===== config.mk =====
export PLATFORM = sky130hd
export DESIGN_NAME = multicycle_control
export DESIGN_NICKNAME = d
export VERILOG_FILES = /design/src/rtl/control_pkg.sv /design/src/rtl/control_next_state.sv /design/src/rtl/multicycle_control.sv
export SDC_FILE = /design/constraint.sdc
export NUM_CORES = 1
export LEC_CHECK = 0
export BUFFER_PORTS_ARGS = -buffer_cell sky130_fd_sc_hd__buf_4
export CAP_MARGIN = 20
export CORE_UTILIZATION = 49
export DETAILED_ROUTE_END_ITERATION = 8
export PLACE_DENSITY = 0.81
export SYNTH_ARGS = -nofsm -noshare
export SYNTH_HDL_FRONTEND = slang
export SYNTH_HIERARCHICAL = 1
export SYNTH_SLANG_ARGS = --single-unit

===== constraint.sdc =====
create_clock -name clk -period 4 [get_ports clk]
set_input_delay 0.4 -clock clk [delete_from_list [all_inputs] [get_ports clk]]
set_output_delay 0.4 -clock clk [all_outputs]
set_load 0.005 [all_outputs]

===== src/rtl/control_pkg.sv =====
// rtl/control_pkg.sv - state, opcode and ALU select constants for the multicycle control FSM
// Also provides the per-state control word decode shared by the top module.
package control_pkg;

  typedef enum logic [3:0] {
    S_FETCH    = 4'd0,
    S_DECODE   = 4'd1,
    S_MEM_ADDR = 4'd2,
    S_MEM_RD   = 4'd3,
    S_MEM_WB   = 4'd4,
    S_MEM_WR   = 4'd5,
    S_R_EXE    = 4'd6,
    S_R_WB     = 4'd7,
    S_BRANCH   = 4'd8,
    S_JUMP     = 4'd9,
    S_I_EXE    = 4'd10,
    S_I_WB     = 4'd11,
    S_HALT     = 4'd12
  } state_t;

  localparam logic [3:0] OP_R_LAST = 4'h7;
  localparam logic [3:0] OP_ADDI   = 4'h8;
  localparam logic [3:0] OP_ANDI   = 4'h9;
  localparam logic [3:0] OP_ORI    = 4'hA;
  localparam logic [3:0] OP_LW     = 4'hB;
  localparam logic [3:0] OP_SW     = 4'hC;
  localparam logic [3:0] OP_BEQ    = 4'hD;
  localparam logic [3:0] OP_JMP    = 4'hE;
  localparam logic [3:0] OP_HALT   = 4'hF;

  localparam logic [1:0] ALU_A_PC   = 2'b00;
  localparam logic [1:0] ALU_A_REG  = 2'b01;
  localparam logic [1:0] ALU_A_ZERO = 2'b10;

  localparam logic [2:0] ALU_B_REG  = 3'b000;
  localparam logic [2:0] ALU_B_ONE  = 3'b001;
  localparam logic [2:0] ALU_B_SEXT = 3'b010;
  localparam logic [2:0] ALU_B_ZEXT = 3'b011;
  localparam logic [2:0] ALU_B_JUMP = 3'b100;

  typedef struct packed {
    logic       pc_sel;
    logic       pc_wr;
    logic       pc_wr_cond;
    logic       im_read;
    logic       dm_read;
    logic       dm_wr;
    logic       data_src;
    logic       reg_dst;
    logic       mem_to_reg;
    logic       reg_wr;
    logic [1:0] alu_src_a;
    logic [2:0] alu_src_b;
  } ctrl_t;

  // Every field defaults to 0; each state raises only what its datapath step needs.
  function automatic ctrl_t decode_ctrl(input state_t s, input logic [3:0] op);
    ctrl_t c;
    c = '0;
    case (s)
      S_FETCH: begin
        c.im_read   = 1'b1;
        c.pc_wr     = 1'b1;
        c.alu_src_a = ALU_A_PC;
        c.alu_src_b = ALU_B_ONE;
      end
      S_DECODE: begin
        c.alu_src_a = ALU_A_PC;
        c.alu_src_b = ALU_B_SEXT;
      end
      S_MEM_ADDR: begin
        c.alu_src_a = ALU_A_REG;
        c.alu_src_b = ALU_B_SEXT;
      end
      S_MEM_RD: c.dm_read = 1'b1;
      S_MEM_WB: begin
        c.reg_wr     = 1'b1;
        c.mem_to_reg = 1'b1;
      end
      S_MEM_WR: begin
        c.dm_wr    = 1'b1;
        c.data_src = 1'b1;
      end
      S_R_EXE: begin
        c.alu_src_a = ALU_A_REG;
        c.alu_src_b = ALU_B_REG;
      end
      S_R_WB: begin
        c.reg_wr  = 1'b1;
        c.reg_dst = 1'b1;
      end
      S_BRANCH: begin
        c.alu_src_a  = ALU_A_REG;
        c.alu_src_b  = ALU_B_REG;
        c.pc_wr_cond = 1'b1;
        c.pc_sel     = 1'b1;
      end
      S_JUMP: begin
        c.alu_src_a = ALU_A_ZERO;
        c.alu_src_b = ALU_B_JUMP;
        c.pc_wr     = 1'b1;
      end
      S_I_EXE: begin
        c.alu_src_a = ALU_A_REG;
        c.alu_src_b = (op == OP_ADDI) ? ALU_B_SEXT : ALU_B_ZEXT;
      end
      S_I_WB: c.reg_wr = 1'b1;
      default: c = '0;
    endcase
    return c;
  endfunction

endpackage


===== src/rtl/control_next_state.sv =====
// rtl/control_next_state.sv - combinational next-state and illegal-opcode logic
// CONTROL_HALT_EN: when defined, opcode 0xF enters HALT and stays there until reset.
module control_next_state
  import control_pkg::*;
(
  input  state_t     p_state,
  input  logic [3:0] opcode,
  output state_t     n_state,
  output logic       opcode_flag
);

  always_comb begin
    n_state     = S_FETCH;
    opcode_flag = 1'b0;
    case (p_state)
      S_FETCH: n_state = S_DECODE;
      S_DECODE: begin
        if (opcode <= OP_R_LAST)                         n_state = S_R_EXE;
        else if (opcode <= OP_ORI)                       n_state = S_I_EXE;
        else if (opcode == OP_LW || opcode == OP_SW)     n_state = S_MEM_ADDR;
        else if (opcode == OP_BEQ)                       n_state = S_BRANCH;
        else if (opcode == OP_JMP)                       n_state = S_JUMP;
        else begin
`ifdef CONTROL_HALT_EN
          n_state = S_HALT;
`else
          n_state     = S_FETCH;
          opcode_flag = 1'b1;
`endif
        end
      end
      S_MEM_ADDR: n_state = (opcode == OP_LW) ? S_MEM_RD : S_MEM_WR;
      S_MEM_RD:   n_state = S_MEM_WB;
      S_R_EXE:    n_state = S_R_WB;
      S_I_EXE:    n_state = S_I_WB;
`ifdef CONTROL_HALT_EN
      S_HALT:     n_state = S_HALT;
`endif
      default:    n_state = S_FETCH;
    endcase
  end

endmodule


===== src/rtl/multicycle_control.sv =====
// rtl/multicycle_control.sv - Moore main control FSM for the multicycle 16-bit RISC core
// CONTROL_HALT_EN selects HALT behaviour for opcode 0xF (see control_next_state).
module multicycle_control
  import control_pkg::*;
(
  input  logic       clk,
  input  logic       rst,
  input  logic [3:0] opcode,
  output logic       PC_Sel,
  output logic       PC_Wr,
  output logic       PC_Wr_Cond,
  output logic       IM_Read,
  output logic       DM_Read,
  output logic       DM_Wr,
  output logic       Data_Src,
  output logic       Reg_Dst,
  output logic       Mem_to_Reg,
  output logic       Reg_Wr,
  output logic [1:0] ALU_Src_A,
  output logic [2:0] ALU_Src_B,
  output logic [3:0] p_state,
  output logic [3:0] n_state,
  output logic       opcode_flag
);

  state_t state_q;
  state_t state_d;
  ctrl_t  ctrl_q;

  control_next_state u_next_state (
    .p_state     (state_q),
    .opcode      (opcode),
    .n_state     (state_d),
    .opcode_flag (opcode_flag)
  );

  // The control word is loaded on the same edge as the state it belongs to, so it is
  // always exactly the decode of p_state; the IR holds opcode stable across that edge.
  always_ff @(posedge clk) begin
    if (rst) begin
      state_q <= S_FETCH;
      ctrl_q  <= decode_ctrl(S_FETCH, opcode);
    end else begin
      state_q <= state_d;
      ctrl_q  <= decode_ctrl(state_d, opcode);
    end
  end

  assign p_state    = state_q;
  assign n_state    = state_d;
  assign PC_Sel     = ctrl_q.pc_sel;
  assign PC_Wr      = ctrl_q.pc_wr;
  assign PC_Wr_Cond = ctrl_q.pc_wr_cond;
  assign IM_Read    = ctrl_q.im_read;
  assign DM_Read    = ctrl_q.dm_read;
  assign DM_Wr      = ctrl_q.dm_wr;
  assign Data_Src   = ctrl_q.data_src;
  assign Reg_Dst    = ctrl_q.reg_dst;
  assign Mem_to_Reg = ctrl_q.mem_to_reg;
  assign Reg_Wr     = ctrl_q.reg_wr;
  assign ALU_Src_A  = ctrl_q.alu_src_a;
  assign ALU_Src_B  = ctrl_q.alu_src_b;

endmodule


# Word-level counts from Yosys, hierarchy flattened
# Cells that the tools add are included.
# word_totals
regBits	18
in_bits	6
# op_classes
n_lt_le_gt_ge	2
n_eq_ne	21
muxes	23
reduce_logical	6
# op_table
operator	count
$eq 4x4->1 const B	10
$pmux 5 s6	1
$pmux 4 s6	1
$eq 4x3->1 const B	5
$mux 4	5
$eq 4x2->1 const B	4
$mux 1	14
$eq 4x1->1 const B	2
$logic_not 4->1	2
$le 4x3->1 const B	1
$le 4x4->1 const B	1
$reduce_or 2->1	2
$mux 3	1
$reduce_or 3->1	1
$mux 2	1
$logic_or 1x1->1	1

# Longest topological paths before layout
# Gate-level depths: netlist (run 1).
# depth
ltp_word	10
depth_mapped	6
mapped_depth_nobuf	5

# Hierarchy
# The synthesis (run 1) kept the hierarchy.
# modules_own_cells
module	instances	cells_per_inst	area_each_um2	seq_area_each_um2
multicycle_control	1	53	590.6	320.3
control_next_state	1	26	152.6	0.0

# Worst setup path after synthesis (run 1)
# No wires, ideal clock.
# synth_timing
kind	input port to flip-flop
startpoint	input port opcode[1]
endpoint	register ctrl_q, in the netlist DM_Wr
setup_time_ns	0.073
arrival_ns	1.653
slack_ns	2.275
path_stages	6
path_buffers	1
cell_sequence	or3b_1 -> nand4_1 -> a21oi_1 -> buf_6 -> or3b_4 -> nor3b_2
# synth_between
elab_chain_cells	9
# synth_rtl
item	line_no	text
start: declaration	multicycle_control.sv:8	input logic [3:0] opcode,
$eq 4x4->1	control_next_state.sv:22	else if (opcode == OP_JMP) n_state = S_JUMP;
$mux 4	control_next_state.sv:22	
$mux 4	control_next_state.sv:21	else if (opcode == OP_BEQ) n_state = S_BRANCH;
$mux 4	control_next_state.sv:20	else if (opcode == OP_LW || opcode == OP_SW) n_state = S_MEM_ADDR;
$mux 4	control_next_state.sv:19	else if (opcode <= OP_ORI) n_state = S_I_EXE;
$mux 4 (*)	control_next_state.sv:18	if (opcode <= OP_R_LAST) n_state = S_R_EXE;
$pmux 4 s6 (*)	control_next_state.sv:15	case (p_state)
named net n_state[3]	multicycle_control.sv:22	output logic [3:0] n_state,
$eq 4x3->1 (*)	control_pkg.sv:60	case (s)
$mux 2 (*)	control_pkg.sv:60	
end signal: assignment	multicycle_control.sv:42	ctrl_q <= decode_ctrl(S_FETCH, opcode);
end signal: assignment	multicycle_control.sv:45	ctrl_q <= decode_ctrl(state_d, opcode);
end: declaration	multicycle_control.sv:28	ctrl_t ctrl_q;
# The timed path passes the listed nets; every way through them passes the cells marked *.
# A chain may end at the register's enable or synchronous reset.

# Worst setup path in the final report (run 1)
# layout_timing
startpoint	register state_q[0], in the netlist p_state[0]
endpoint	output port n_state[3]
# layout_between
elab_chain_cells	2
# layout_rtl
item	line_no	text
start: declaration	multicycle_control.sv:26	state_t state_q;
start signal: assignment	multicycle_control.sv:44	state_q <= state_d;
$eq 4x4->1, or another cell as far along	control_next_state.sv:15	
$pmux 4 s6 (*)	control_next_state.sv:15	
end: declaration	multicycle_control.sv:22	
# Mark *: on every way between the ends. The rest lies on a longest branch, timed or not.

==> metrics.txt, run 1 <==
# TYPE chip_impl_metric gauge
chip_impl_metric{name="detail_route.drc_violations",unit=""} 0
chip_impl_metric{name="layout-drive-gt1-share",unit="%"} 36.5
chip_impl_metric{name="cts_max_path_buffers",unit=""} 2
chip_impl_info{name="end_point_of_the_most_critical_hold_path",value="p_state[2]$_SDFF_PP0_"} 1
chip_impl_metric{name="initial_utilization",unit="%"} 55.1
chip_impl_metric{name="number_of_instances_on_the_worst_hold_path",unit=""} 2
chip_impl_metric{name="post_synth_fa_ha_maj_area_fraction",unit="%"} 0
chip_impl_metric{name="grt_pass1_wl",unit="um"} 2280
chip_impl_metric{name="met3_capacity_usage_during_global_routing",unit="%"} 4.89
chip_impl_metric{name="worst_margin_pin_slew",unit="ns"} 0.800
chip_impl_metric{name="die_h",unit="um"} 40.9
chip_impl_metric{name="finish.utilization",unit="%"} 70.2
chip_impl_metric{name="vias_in_the_first_global_route",unit=""} 515
chip_impl_info{name="global_route.peak_usage_layer",value="met2"} 1
chip_impl_info{name="synth_top_family_by_area",value="simple AND/OR/NAND/NOR gates"} 1
chip_impl_metric{name="timing.slew.headroom",unit="%"} 46.6
chip_impl_info{name="hold_path_startpoint",value="rst"} 1
chip_impl_metric{name="design.final.nets",unit=""} 111
chip_impl_metric{name="timing.reg2reg.setup_slack",unit="ns"} 1.94
chip_impl_metric{name="postSynth.asyncResetShare",unit="%"} 0
chip_impl_info{name="setup.worst_path.class",value="flop to primary output"} 1
chip_impl_metric{name="placeableCoreArea",unit="mm2"} 0.00135
chip_impl_metric{name="finalWorstSetupSlack",unit="ns"} 1.60
chip_impl_metric{name="ant_nets",unit=""} 0
chip_impl_metric{name="worst-endpoint-required",unit="ns"} 3.60
chip_impl_metric{name="cellPowerDensity",unit="mW/mm2"} 420
chip_impl_info{name="endpoint_kind",value="primary output"} 1
chip_impl_metric{name="drt-wirelength-per-cell",unit="um"} 12.9
chip_impl_metric{name="grt_use_met2",unit="%"} 31.6
chip_impl_metric{name="report.final.setup_viol",unit=""} 0
chip_impl_metric{name="detail_route.first_pass.iterations",unit=""} 4
chip_impl_metric{name="synth_edf_count",unit=""} 0
chip_impl_metric{name="synthSimpleGateAreaFrac",unit="%"} 30.5
chip_impl_metric{name="fp.dieW",unit="um"} 40.9
chip_impl_info{name="outcome",value="complete, no violations"} 1
chip_impl_metric{name="routed_wl",unit="um"} 1530
chip_impl_metric{name="gp_congestion",unit=""} 0.916
chip_impl_metric{name="area_growth_syn_to_layout",unit="%"} 27.4
chip_impl_metric{name="post-cts-setup-buffers",unit=""} 0
chip_impl_metric{name="final_cell_count_no_fill",unit=""} 119
chip_impl_info{name="crit-reg2reg-launch",value="p_state[0]$_SDFF_PP0_"} 1
chip_impl_info{name="predominant_post_synthesis_flop_cell",value="dfxtp_1"} 1
chip_impl_metric{name="path_max_fanout",unit=""} 11
chip_impl_metric{name="place_worst_setup_slack",unit="ns"} 1.94
chip_impl_info{name="grt_setup_unrepaired",value="false"} 1
chip_impl_metric{name="cts.htree.levels",unit=""} 1
chip_impl_metric{name="cp.arrival",unit="ns"} 2.00
chip_impl_metric{name="layout_min_cycle_time",unit="ns"} 2.40
chip_impl_info{name="mostFrequentLayoutCell",value="buf_4"} 1
chip_impl_info{name="hold_path_class",value="primary input to flop"} 1
chip_impl_metric{name="cts_sinks",unit=""} 16
chip_impl_metric{name="antenna-diode-count",unit=""} 0
chip_impl_metric{name="cts_resized",unit=""} 0
chip_impl_metric{name="report.power.total",unit="uW"} 398
chip_impl_metric{name="synthesis.area",unit="um2"} 743
chip_impl_metric{name="power.static_leakage",unit="uW"} 0.000414
chip_impl_metric{name="largest_reg_flops",unit=""} 4
chip_impl_metric{name="detailedRoute.firstIterationViolations",unit=""} 11
chip_impl_metric{name="detail_route.vias_per_cell",unit=""} 5.37
chip_impl_metric{name="std_cell_rows",unit=""} 13
chip_impl_metric{name="synth_fp_nets",unit=""} 85
chip_impl_metric{name="seq_area_frac_synth",unit="%"} 43.1
chip_impl_metric{name="synth_compound_gate_area_share",unit="%"} 13.8
chip_impl_metric{name="cts_hold_buffers",unit=""} 0
chip_impl_info{name="tritoncts",value="done"} 1
chip_impl_metric{name="slew_violations",unit=""} 0
chip_impl_metric{name="setup-tns-final",unit="ns"} 0
chip_impl_metric{name="antenna_found_initial",unit=""} 0
chip_impl_metric{name="globalRouteOverflowTotal",unit=""} 0
chip_impl_info{name="rr_endpoint",value="DM_Wr$_SDFF_PP0_"} 1
chip_impl_metric{name="post_synth.cell_area_avg",unit="um2"} 9.41
chip_impl_metric{name="hold_violations",unit=""} 0
chip_impl_metric{name="dp_hpwl",unit="um"} 1120
chip_impl_metric{name="timing.max_cap.violations",unit=""} 0
chip_impl_metric{name="grtUsageMet1",unit="%"} 27.7
chip_impl_metric{name="boundaryPins",unit=""} 30
chip_impl_info{name="crit_path_start_kind",value="flop"} 1
chip_impl_metric{name="synth.area.mux_share",unit="%"} 0
chip_impl_metric{name="dpl.cell_count",unit=""} 115
chip_impl_info{name="most-common-layout-cells",value="buf_4 (29), dfxtp_1 (16), nor2_1 (7)"} 1
chip_impl_metric{name="cts-buffers-inserted",unit=""} 3
chip_impl_metric{name="r2r_worst_path_depth",unit=""} 5
chip_impl_metric{name="number_of_warnings_issued_by_yosys",unit=""} 6
chip_impl_metric{name="xor_and_xnor_fraction_of_the_mapped_netlist_area",unit="%"} 2.36
chip_impl_metric{name="gr-usage-all-layers",unit="%"} 20.9
chip_impl_metric{name="postSynthRegisterBits",unit=""} 16
chip_impl_metric{name="clk_pin_slew_worst_paths",unit="ns"} 0.10
chip_impl_info{name="clk_root_buffer_cell",value="clkbuf_4"} 1
chip_impl_metric{name="worst_clock_skew",unit="ns"} 0.00655
chip_impl_metric{name="vias",unit=""} 639
chip_impl_metric{name="yosys.cell_types.count",unit=""} 36
chip_impl_metric{name="floorplan.die_area",unit="mm2"} 0.00168
chip_impl_metric{name="clk_latency",unit="ns"} 0.29
chip_impl_metric{name="peakVddDrop",unit="uV"} 268
chip_impl_metric{name="post_synth_inst_count",unit=""} 79
chip_impl_metric{name="pin_count_of_the_biggest_net_entering_global_routing",unit=""} 13
chip_impl_metric{name="maxClockFrequency",unit="MHz"} 417
chip_impl_metric{name="placement.io_buffers",unit=""} 29
chip_impl_metric{name="fin_crit_sh",unit="%"} 59.9
-- synthesized netlist by cell type (2+ instances only) --
cell	n	area share, %
dfxtp_1	16	43
nor2_1	7	3.5
nand2_1	5	2.5
nor2b_1	5	4.2
a21oi_1	4	2.7
buf_4	4	4.0
buf_6	3	4.5
inv_1	2	1.0
nand2b_1	2	1.7
nor3b_1	2	2.0
nor3b_2	2	3.4
o21ai_0	2	1.3
or3b_1	2	2.4
-- cells by family after synthesis --
| kind of cell | count (synthesis) |
|---|---|
| and+or+nand+nor | 36 |
| buffers and inverters | 10 |
| AOI/OAI and AO/OA | 15 |
| DFF | 16 |
| xor gates and xnor gates | 2 |
-- final cells by class --
cell class | count | area [um2]
flip-flops and latches | 16 | 320
well taps | 15 | 18.8
repair buffers | 29 | 218
fillers | 109 | 403
inverters | 2 | 7.51
multi-input cells | 53 | 347
clock buffers | 4 | 36.3
-- how the worst max path moves through the flow --
stage | startpoint | endpoint | cells after the start
floorplan | opcode[1] | DM_Wr$_SDFF_PP0_ | 6
global placement | opcode[1] | n_state[1] | 5
detailed placement | opcode[1] | n_state[1] | 5
CTS | p_state[0]$_SDFF_PP0_ | n_state[3] | 4
global route | p_state[0]$_SDFF_PP0_ | n_state[3] | 4
finish | p_state[0]$_SDFF_PP0_ | n_state[3] | 4
-- power breakdown --
group / switching, uW / internal [uW]
Combinational: 50.0 / 56.2
Clock: 51.3 / 55.4
Sequential: 10.8 / 174
-- metrics by stage --
step	cell area [um2]	hold slack (ns)
final	947	0.350
after global routing	947	0.354
after CTS	947	0.347
after detailed placement	911	0.651
after global placement	911	0.644
after floorplan	743	0.651
-- metal layers --
| layer | vias to the layer above | wire length [um] |
|---|---|---|
| met2 | 18 | 721 |
| met1 | 292 | 714 |
| li1 | 325 | - |
| met4 | 0 | 17 |
| met5 | - | 0 |
| met3 | 4 | 79 |
-- critical path, cell delays in order (launching register included) --
cell     delay, ns
dfxtp_1       0.47
nor3b_2       0.23
nand4_1       0.11
a21oi_1       0.66
buf_4         0.23
Note: power is estimated with default switching activity, not from simulation.
==> inputs of run 2 (changes only) <==
--- a/config.mk
+++ b/config.mk
@@ -7,9 +7,9 @@
 export LEC_CHECK = 0
 export BUFFER_PORTS_ARGS = -buffer_cell sky130_fd_sc_hd__buf_4
 export CAP_MARGIN = 20
-export CORE_UTILIZATION = 49
+export CORE_UTILIZATION = 45
 export DETAILED_ROUTE_END_ITERATION = 8
-export PLACE_DENSITY = 0.81
+export PLACE_DENSITY = 0.75
 export SYNTH_ARGS = -nofsm -noshare
 export SYNTH_HDL_FRONTEND = slang
 export SYNTH_HIERARCHICAL = 1
==> constraint.sdc (replaced) <==
create_clock -name clk -period 2.42 [get_ports clk]
set_input_delay 0.242 -clock clk [delete_from_list [all_inputs] [get_ports clk]]
set_output_delay 0.242 -clock clk [all_outputs]
set_load 0.005 [all_outputs]
==> metrics.txt, run 2 (same netlist as run 1, synthesis figures left out) <==
# TYPE chip_impl_metric gauge
chip_impl_metric{name="placement.io_buffers",unit=""} 29
chip_impl_metric{name="detail_route.first_pass.iterations",unit=""} 4
chip_impl_metric{name="routed_wl",unit="um"} 1510
chip_impl_metric{name="power.share.switching",unit="%"} 28.0
chip_impl_metric{name="cts.htree.levels",unit=""} 1
chip_impl_metric{name="cp.arrival",unit="ns"} 1.95
chip_impl_metric{name="grt_pass1_wl",unit="um"} 2390
chip_impl_info{name="cpMaxStageDelayCell",value="o21ai_1"} 1
chip_impl_metric{name="number_of_filler_cells_placed_in_the_layout",unit=""} 127
chip_impl_metric{name="std_cell_rows",unit=""} 14
chip_impl_metric{name="ant_nets",unit=""} 0
chip_impl_metric{name="worst_clock_skew",unit="ns"} 0.00120
chip_impl_metric{name="clock_power_share",unit="%"} 20.8
chip_impl_metric{name="timing.critical_path.buf_inv",unit=""} 1
chip_impl_metric{name="placeableCoreArea",unit="mm2"} 0.00152
chip_impl_metric{name="hold_violations",unit=""} 0
chip_impl_metric{name="layout_min_cycle_time",unit="ns"} 2.20
chip_impl_metric{name="clk_pin_slew_worst_paths",unit="ns"} 0.08
chip_impl_info{name="most-common-layout-cells",value="buf_4 (33), dfxtp_1 (16), nor2_1 (7)"} 1
chip_impl_metric{name="detailedRoute.firstIterationViolations",unit=""} 22
chip_impl_metric{name="floorplan.die_area",unit="mm2"} 0.00182
chip_impl_metric{name="setup-tns-final",unit="ns"} 0
chip_impl_metric{name="power_report.internal_total",unit="uW"} 447
chip_impl_info{name="rr_endpoint",value="ALU_Src_B[0]$_SDFF_PP1_"} 1
chip_impl_metric{name="path_max_fanout",unit=""} 12
chip_impl_metric{name="drt-wirelength-per-cell",unit="um"} 12.3
chip_impl_metric{name="initial_utilization",unit="%"} 48.8
chip_impl_metric{name="seq_power_share",unit="%"} 49.0
chip_impl_metric{name="antenna_found_initial",unit=""} 0
chip_impl_metric{name="finish.utilization",unit="%"} 63.3
chip_impl_info{name="cp_cell_sequence",value="nor3b_2 > a21boi_0 > o21ai_1 > buf_4"} 1
chip_impl_metric{name="dpl_cell_area",unit="um2"} 942
chip_impl_metric{name="power.static_leakage",unit="uW"} 0.000428
chip_impl_info{name="mostFrequentLayoutCell",value="buf_4"} 1
chip_impl_metric{name="slew_violations",unit=""} 0
chip_impl_info{name="hold_path_startpoint",value="rst"} 1
chip_impl_metric{name="cp_slowest_stage_delay",unit="ns"} 0.62
chip_impl_metric{name="pin_count_of_the_biggest_net_entering_global_routing",unit=""} 13
chip_impl_metric{name="worst-endpoint-required",unit="ns"} 2.18
chip_impl_metric{name="vias",unit=""} 656
chip_impl_info{name="hold_path_class",value="primary input to flop"} 1
chip_impl_metric{name="post-cts-setup-buffers",unit=""} 0
chip_impl_metric{name="multiInputGateArea",unit="um2"} 347
chip_impl_metric{name="fin_area",unit="um2"} 965
chip_impl_metric{name="clk_latency",unit="ns"} 0.28
chip_impl_metric{name="maxClockFrequency",unit="MHz"} 455
chip_impl_metric{name="r2r_worst_path_depth",unit=""} 5
chip_impl_info{name="end_point_of_the_most_critical_hold_path",value="ALU_Src_B[1]$_SDFF_PP0_"} 1
chip_impl_metric{name="detail_route.drc_violations",unit=""} 0
chip_impl_metric{name="peakVddDrop",unit="uV"} 364
chip_impl_metric{name="combinational_fraction_of_design_power",unit="%"} 30.2
chip_impl_metric{name="report.final.setup_viol",unit=""} 0
chip_impl_info{name="grt_setup_unrepaired",value="false"} 1
chip_impl_metric{name="final-seq-area",unit="um2"} 320
chip_impl_metric{name="cellPowerDensity",unit="mW/mm2"} 644
chip_impl_metric{name="area_growth_syn_to_layout",unit="%"} 29.8
chip_impl_info{name="endpoint_kind",value="primary output"} 1
chip_impl_info{name="crit_family",value="compound AO/OA/AOI/OAI gates"} 1
chip_impl_metric{name="cts_sinks",unit=""} 16
chip_impl_metric{name="gr-usage-all-layers",unit="%"} 17.3
chip_impl_metric{name="dp_hpwl",unit="um"} 1120
chip_impl_metric{name="fp.dieW",unit="um"} 42.6
chip_impl_info{name="setup.worst_path.class",value="flop to primary output"} 1
chip_impl_metric{name="vias_in_the_first_global_route",unit=""} 569
chip_impl_metric{name="timing.reg2reg.setup_slack",unit="ns"} 0.40
chip_impl_info{name="crit_path_start_kind",value="flop"} 1
chip_impl_info{name="crit-reg2reg-launch",value="p_state[0]$_SDFF_PP0_"} 1
chip_impl_metric{name="gp_congestion",unit=""} 0.987
chip_impl_metric{name="boundaryPins",unit=""} 30
chip_impl_metric{name="cts_resized",unit=""} 0
chip_impl_info{name="clk_root_buffer_cell",value="clkbuf_4"} 1
chip_impl_metric{name="layout-drive-gt1-share",unit="%"} 38.3
chip_impl_metric{name="largest_reg_flops",unit=""} 4
chip_impl_metric{name="number_of_instances_on_the_worst_hold_path",unit=""} 2
chip_impl_metric{name="cts_hold_buffers",unit=""} 0
chip_impl_metric{name="design.final.nets",unit=""} 115
chip_impl_metric{name="detail_route.vias_per_cell",unit=""} 5.33
chip_impl_metric{name="cts_max_path_buffers",unit=""} 2
chip_impl_metric{name="timing.slew.headroom",unit="%"} 48.0
chip_impl_metric{name="fin_crit_sh",unit="%"} 90.8
chip_impl_info{name="tritoncts",value="done"} 1
chip_impl_metric{name="cts-buffers-inserted",unit=""} 3
chip_impl_metric{name="globalRouteOverflowTotal",unit=""} 0
chip_impl_metric{name="p_sw",unit="uW"} 174
chip_impl_metric{name="report.power.total",unit="uW"} 622
chip_impl_metric{name="timing.max_cap.violations",unit=""} 0
chip_impl_metric{name="worst_margin_pin_slew",unit="ns"} 0.775
chip_impl_metric{name="antenna-diode-count",unit=""} 0
chip_impl_info{name="outcome",value="complete, no violations"} 1
chip_impl_metric{name="die_h",unit="um"} 42.6
==> run 2: worst max path at each step <==
stage,from,to,slack [ns],depth (start not counted)
2_1_floorplan,p_state[0]$_SDFF_PP0_,ALU_Src_B[1]$_SDFF_PP0_,0.77,6
3_3_place_gp,p_state[0]$_SDFF_PP0_,ALU_Src_A[0]$_SDFF_PP0_,0.42,5
3_5_place_dp,p_state[0]$_SDFF_PP0_,ALU_Src_A[0]$_SDFF_PP0_,0.42,5
4_1_cts,p_state[0]$_SDFF_PP0_,n_state[1],0.25,4
5_1_grt,p_state[0]$_SDFF_PP0_,n_state[1],0.10,4
6_report,p_state[0]$_SDFF_PP0_,n_state[1],0.22,4
==> run 2: worst reg2reg max path, delay by kind of cell (launching register included) <==
| family | cells | cell delay [ns] |
|---|---|---|
| flip-flops | 1 | 0.47 |
| AND/OR/NAND/NOR | 2 | 0.44 |
| AO/OA/AOI/OAI | 3 | 1.03 |
==> run 2: metrics by stage <==
| stage | hold WS (ns) | worst slack, ns | cells |
|---|---|---|---|
| global placement | 0.488 | 0.422 | 120 |
| CTS | 0.189 | 0.251 | 123 |
| global route | 0.197 | 0.103 | 123 |
| floorplan | 0.493 | 0.768 | 79 |
| detailed placement | 0.490 | 0.418 | 120 |
| finish | 0.194 | 0.223 | 123 |
==> run 2: area by class of cell <==
type	count	area share (%)
Inverter	2	0.778
Multi-Input combinational cell	53	35.9
Tap cell	16	2.08
Sequential cell	16	33.2
Clock buffer	3	2.33
Timing Repair Buffer	33	25.7
==> run 2: power groups by stage <==
stage	clock, uW	sequential (uW)	combinational [uW]
3_3_place_gp	0	310	186
6_report	129	305	188
5_1_grt	142	308	204
4_1_cts	135	305	187
3_5_place_dp	0	311	187
2_1_floorplan	0	311	114
==> run 2: metal layers <==
| layer | vias to the layer above | part of all wire, % | track usage [%] |
|---|---|---|---|
| met5 | - | 0 | 0 |
| met4 | 0 | 0.86 | 7.50 |
| met3 | 2 | 8.1 | 6.90 |
| met2 | 30 | 44 | 24.5 |
| met1 | 293 | 47 | 23.0 |
| li1 | 331 | - | - |
==> inputs of run 3 (changes only) <==
--- a/config.mk
+++ b/config.mk
@@ -5,11 +5,12 @@
 export SDC_FILE = /design/constraint.sdc
 export NUM_CORES = 1
 export LEC_CHECK = 0
-export BUFFER_PORTS_ARGS = -buffer_cell sky130_fd_sc_hd__buf_4
+export BUFFER_PORTS_ARGS = -buffer_cell sky130_fd_sc_hd__buf_2
 export CAP_MARGIN = 20
 export CORE_UTILIZATION = 45
+export CTS_CLUSTER_DIAMETER = 100
 export DETAILED_ROUTE_END_ITERATION = 8
-export PLACE_DENSITY = 0.75
+export PLACE_DENSITY = 0.82
 export SYNTH_ARGS = -nofsm -noshare
 export SYNTH_HDL_FRONTEND = slang
 export SYNTH_HIERARCHICAL = 1
==> metrics.txt, run 3 (same netlist as run 1, synthesis figures left out) <==
# TYPE chip_impl_metric gauge
chip_impl_metric{name="antenna-diode-count",unit=""} 0
chip_impl_metric{name="vias_in_the_first_global_route",unit=""} 554
chip_impl_metric{name="layout_min_cycle_time",unit="ns"} 2.13
chip_impl_metric{name="design.final.nets",unit=""} 113
chip_impl_metric{name="antenna_found_initial",unit=""} 0
chip_impl_metric{name="placement.io_buffers",unit=""} 29
chip_impl_metric{name="peakVddDrop",unit="uV"} 365
chip_impl_metric{name="vias",unit=""} 642
chip_impl_metric{name="finish.utilization",unit="%"} 58.7
chip_impl_metric{name="worst-endpoint-required",unit="ns"} 2.18
chip_impl_metric{name="clock_power_share",unit="%"} 27.6
chip_impl_metric{name="globalRouteOverflowTotal",unit=""} 0
chip_impl_metric{name="detail_route.first_pass.iterations",unit=""} 4
chip_impl_info{name="clk_root_buffer_cell",value="clkbuf_4"} 1
chip_impl_metric{name="detail_route.drc_violations",unit=""} 0
chip_impl_metric{name="cts_sinks",unit=""} 16
chip_impl_info{name="hold_path_class",value="primary input to flop"} 1
chip_impl_metric{name="boundaryPins",unit=""} 30
chip_impl_metric{name="setup-tns-final",unit="ns"} 0
chip_impl_metric{name="cp.arrival",unit="ns"} 1.89
chip_impl_metric{name="largest_reg_flops",unit=""} 4
chip_impl_info{name="crit_path_start_kind",value="flop"} 1
chip_impl_metric{name="path_max_fanout",unit=""} 12
chip_impl_metric{name="std_cell_rows",unit=""} 14
chip_impl_metric{name="cp_slowest_stage_delay",unit="ns"} 0.55
chip_impl_metric{name="clk_pin_slew_worst_paths",unit="ns"} 0.09
chip_impl_metric{name="gr-usage-all-layers",unit="%"} 18.0
chip_impl_info{name="cpMaxStageDelayCell",value="o21ai_1"} 1
chip_impl_metric{name="timing.max_cap.violations",unit=""} 0
chip_impl_metric{name="placeableCoreArea",unit="mm2"} 0.00152
chip_impl_metric{name="initial_utilization",unit="%"} 48.8
chip_impl_metric{name="worst_margin_pin_slew",unit="ns"} 0.684
chip_impl_metric{name="gp_congestion",unit=""} 0.948
chip_impl_metric{name="cellPowerDensity",unit="mW/mm2"} 722
chip_impl_metric{name="fin_crit_sh",unit="%"} 88.2
chip_impl_info{name="endpoint_kind",value="primary output"} 1
chip_impl_metric{name="detail_route.vias_per_cell",unit=""} 5.26
chip_impl_metric{name="power.share.switching",unit="%"} 28.9
chip_impl_metric{name="dp_hpwl",unit="um"} 1110
chip_impl_metric{name="ant_nets",unit=""} 0
chip_impl_metric{name="pin_count_of_the_biggest_net_entering_global_routing",unit=""} 13
chip_impl_metric{name="fp.dieW",unit="um"} 42.6
chip_impl_metric{name="maxClockFrequency",unit="MHz"} 469
chip_impl_metric{name="p_sw",unit="uW"} 187
chip_impl_metric{name="detailedRoute.firstIterationViolations",unit=""} 27
chip_impl_metric{name="seq_power_share",unit="%"} 47.0
chip_impl_info{name="mostFrequentLayoutCell",value="buf_2"} 1
chip_impl_metric{name="power_report.internal_total",unit="uW"} 459
chip_impl_metric{name="timing.slew.headroom",unit="%"} 54.1
chip_impl_metric{name="drt-wirelength-per-cell",unit="um"} 12.6
chip_impl_metric{name="die_h",unit="um"} 42.6
chip_impl_info{name="cp_cell_sequence",value="nor3b_2 > a21boi_0 > o21ai_1 > buf_2"} 1
chip_impl_metric{name="report.final.setup_viol",unit=""} 0
chip_impl_metric{name="worst_clock_skew",unit="ns"} 0.00386
chip_impl_metric{name="slew_violations",unit=""} 0
chip_impl_metric{name="clk_latency",unit="ns"} 0.30
chip_impl_metric{name="power.static_leakage",unit="uW"} 0.000415
chip_impl_metric{name="floorplan.die_area",unit="mm2"} 0.00182
chip_impl_info{name="setup.worst_path.class",value="flop to primary output"} 1
chip_impl_metric{name="grt_pass1_wl",unit="um"} 2460
chip_impl_metric{name="routed_wl",unit="um"} 1540
chip_impl_info{name="tritoncts",value="done"} 1
chip_impl_metric{name="cts_max_path_buffers",unit=""} 2
chip_impl_metric{name="combinational_fraction_of_design_power",unit="%"} 25.5
chip_impl_metric{name="hold_violations",unit=""} 0
chip_impl_info{name="most-common-layout-cells",value="buf_2 (29), dfxtp_1 (16), nor2_1 (7)"} 1
chip_impl_metric{name="layout-drive-gt1-share",unit="%"} 38.7
chip_impl_metric{name="area_growth_syn_to_layout",unit="%"} 20.4
chip_impl_info{name="grt_setup_unrepaired",value="false"} 1
chip_impl_metric{name="cts.htree.levels",unit=""} 1
chip_impl_info{name="outcome",value="complete, no violations"} 1
chip_impl_metric{name="cts-buffers-inserted",unit=""} 3
-- run 3: cell types whose count changed in the layout (fill, tap and decap cells not counted), sizes merged --
cell    delta
buf        -2
clkbuf     +1
-- run 3: worst paths after layout --
kind	cells past startpoint	end	from	slack [ns]
worst min register to register	3	p_state[2]$_SDFF_PP0_	p_state[2]$_SDFF_PP0_	0.78
worst max-delay path	4	n_state[1]	p_state[0]$_SDFF_PP0_	0.29
worst max register to register	5	Reg_Wr$_SDFF_PP0_	p_state[0]$_SDFF_PP0_	0.47
worst min-delay path	2	ALU_Src_B[1]$_SDFF_PP0_	rst	0.22
-- run 3: routing by layer --
metal,vias to the layer above,GRT usage [%],part of all wire (%)
met2,16,27.3,50
met4,0,3.75,0.52
met3,2,9.05,5.1
met5,-,0,0
li1,332,-,-
met1,292,23.1,45
-- run 3: power groups by stage --
stage,logic (uW),registers [uW],clock network (uW)
3_5_place_dp,163,309,0
4_1_cts,164,303,179
2_1_floorplan,114,311,0
5_1_grt,182,307,192
6_report,164,303,178
3_3_place_gp,159,308,0
-- run 3: what timing repair did --
item,CTS,global route
gates resized for setup,0,1
setup buffers,0,0
hold buffers,0,0
setup endpoints to repair,0,1
-- run 3: layout make-up --
cell class,instances,area [um2]
Timing Repair Buffer,31,160
Inverter,2,7.51
Clock buffer,4,36.3
Sequential cell,16,320
Multi-Input combinational cell,53,350
Tap cell,16,20.0
Fill cell,125,629
-- run 3: per-stage QoR --
stage | std cells | worst slack, ns | hold WS (ns) | cell area [um2] | power [uW]
4_1_cts | 122 | 0.199 | 0.229 | 891 | 645
5_1_grt | 122 | 0.131 | 0.240 | 895 | 680
2_1_floorplan | 79 | 0.768 | 0.493 | 743 | 426
6_report | 122 | 0.287 | 0.224 | 895 | 646
3_3_place_gp | 118 | 0.465 | 0.539 | 855 | 467
3_5_place_dp | 118 | 0.402 | 0.543 | 855 | 472
-- run 3: critical path, delay by kind of cell, from the launching register on --
family	cells	cell delay, ns
AOI/OAI and AO/OA	2	0.66
DFF	1	0.45
and+or+nand+nor	1	0.24
buffers and inverters	1	0.24
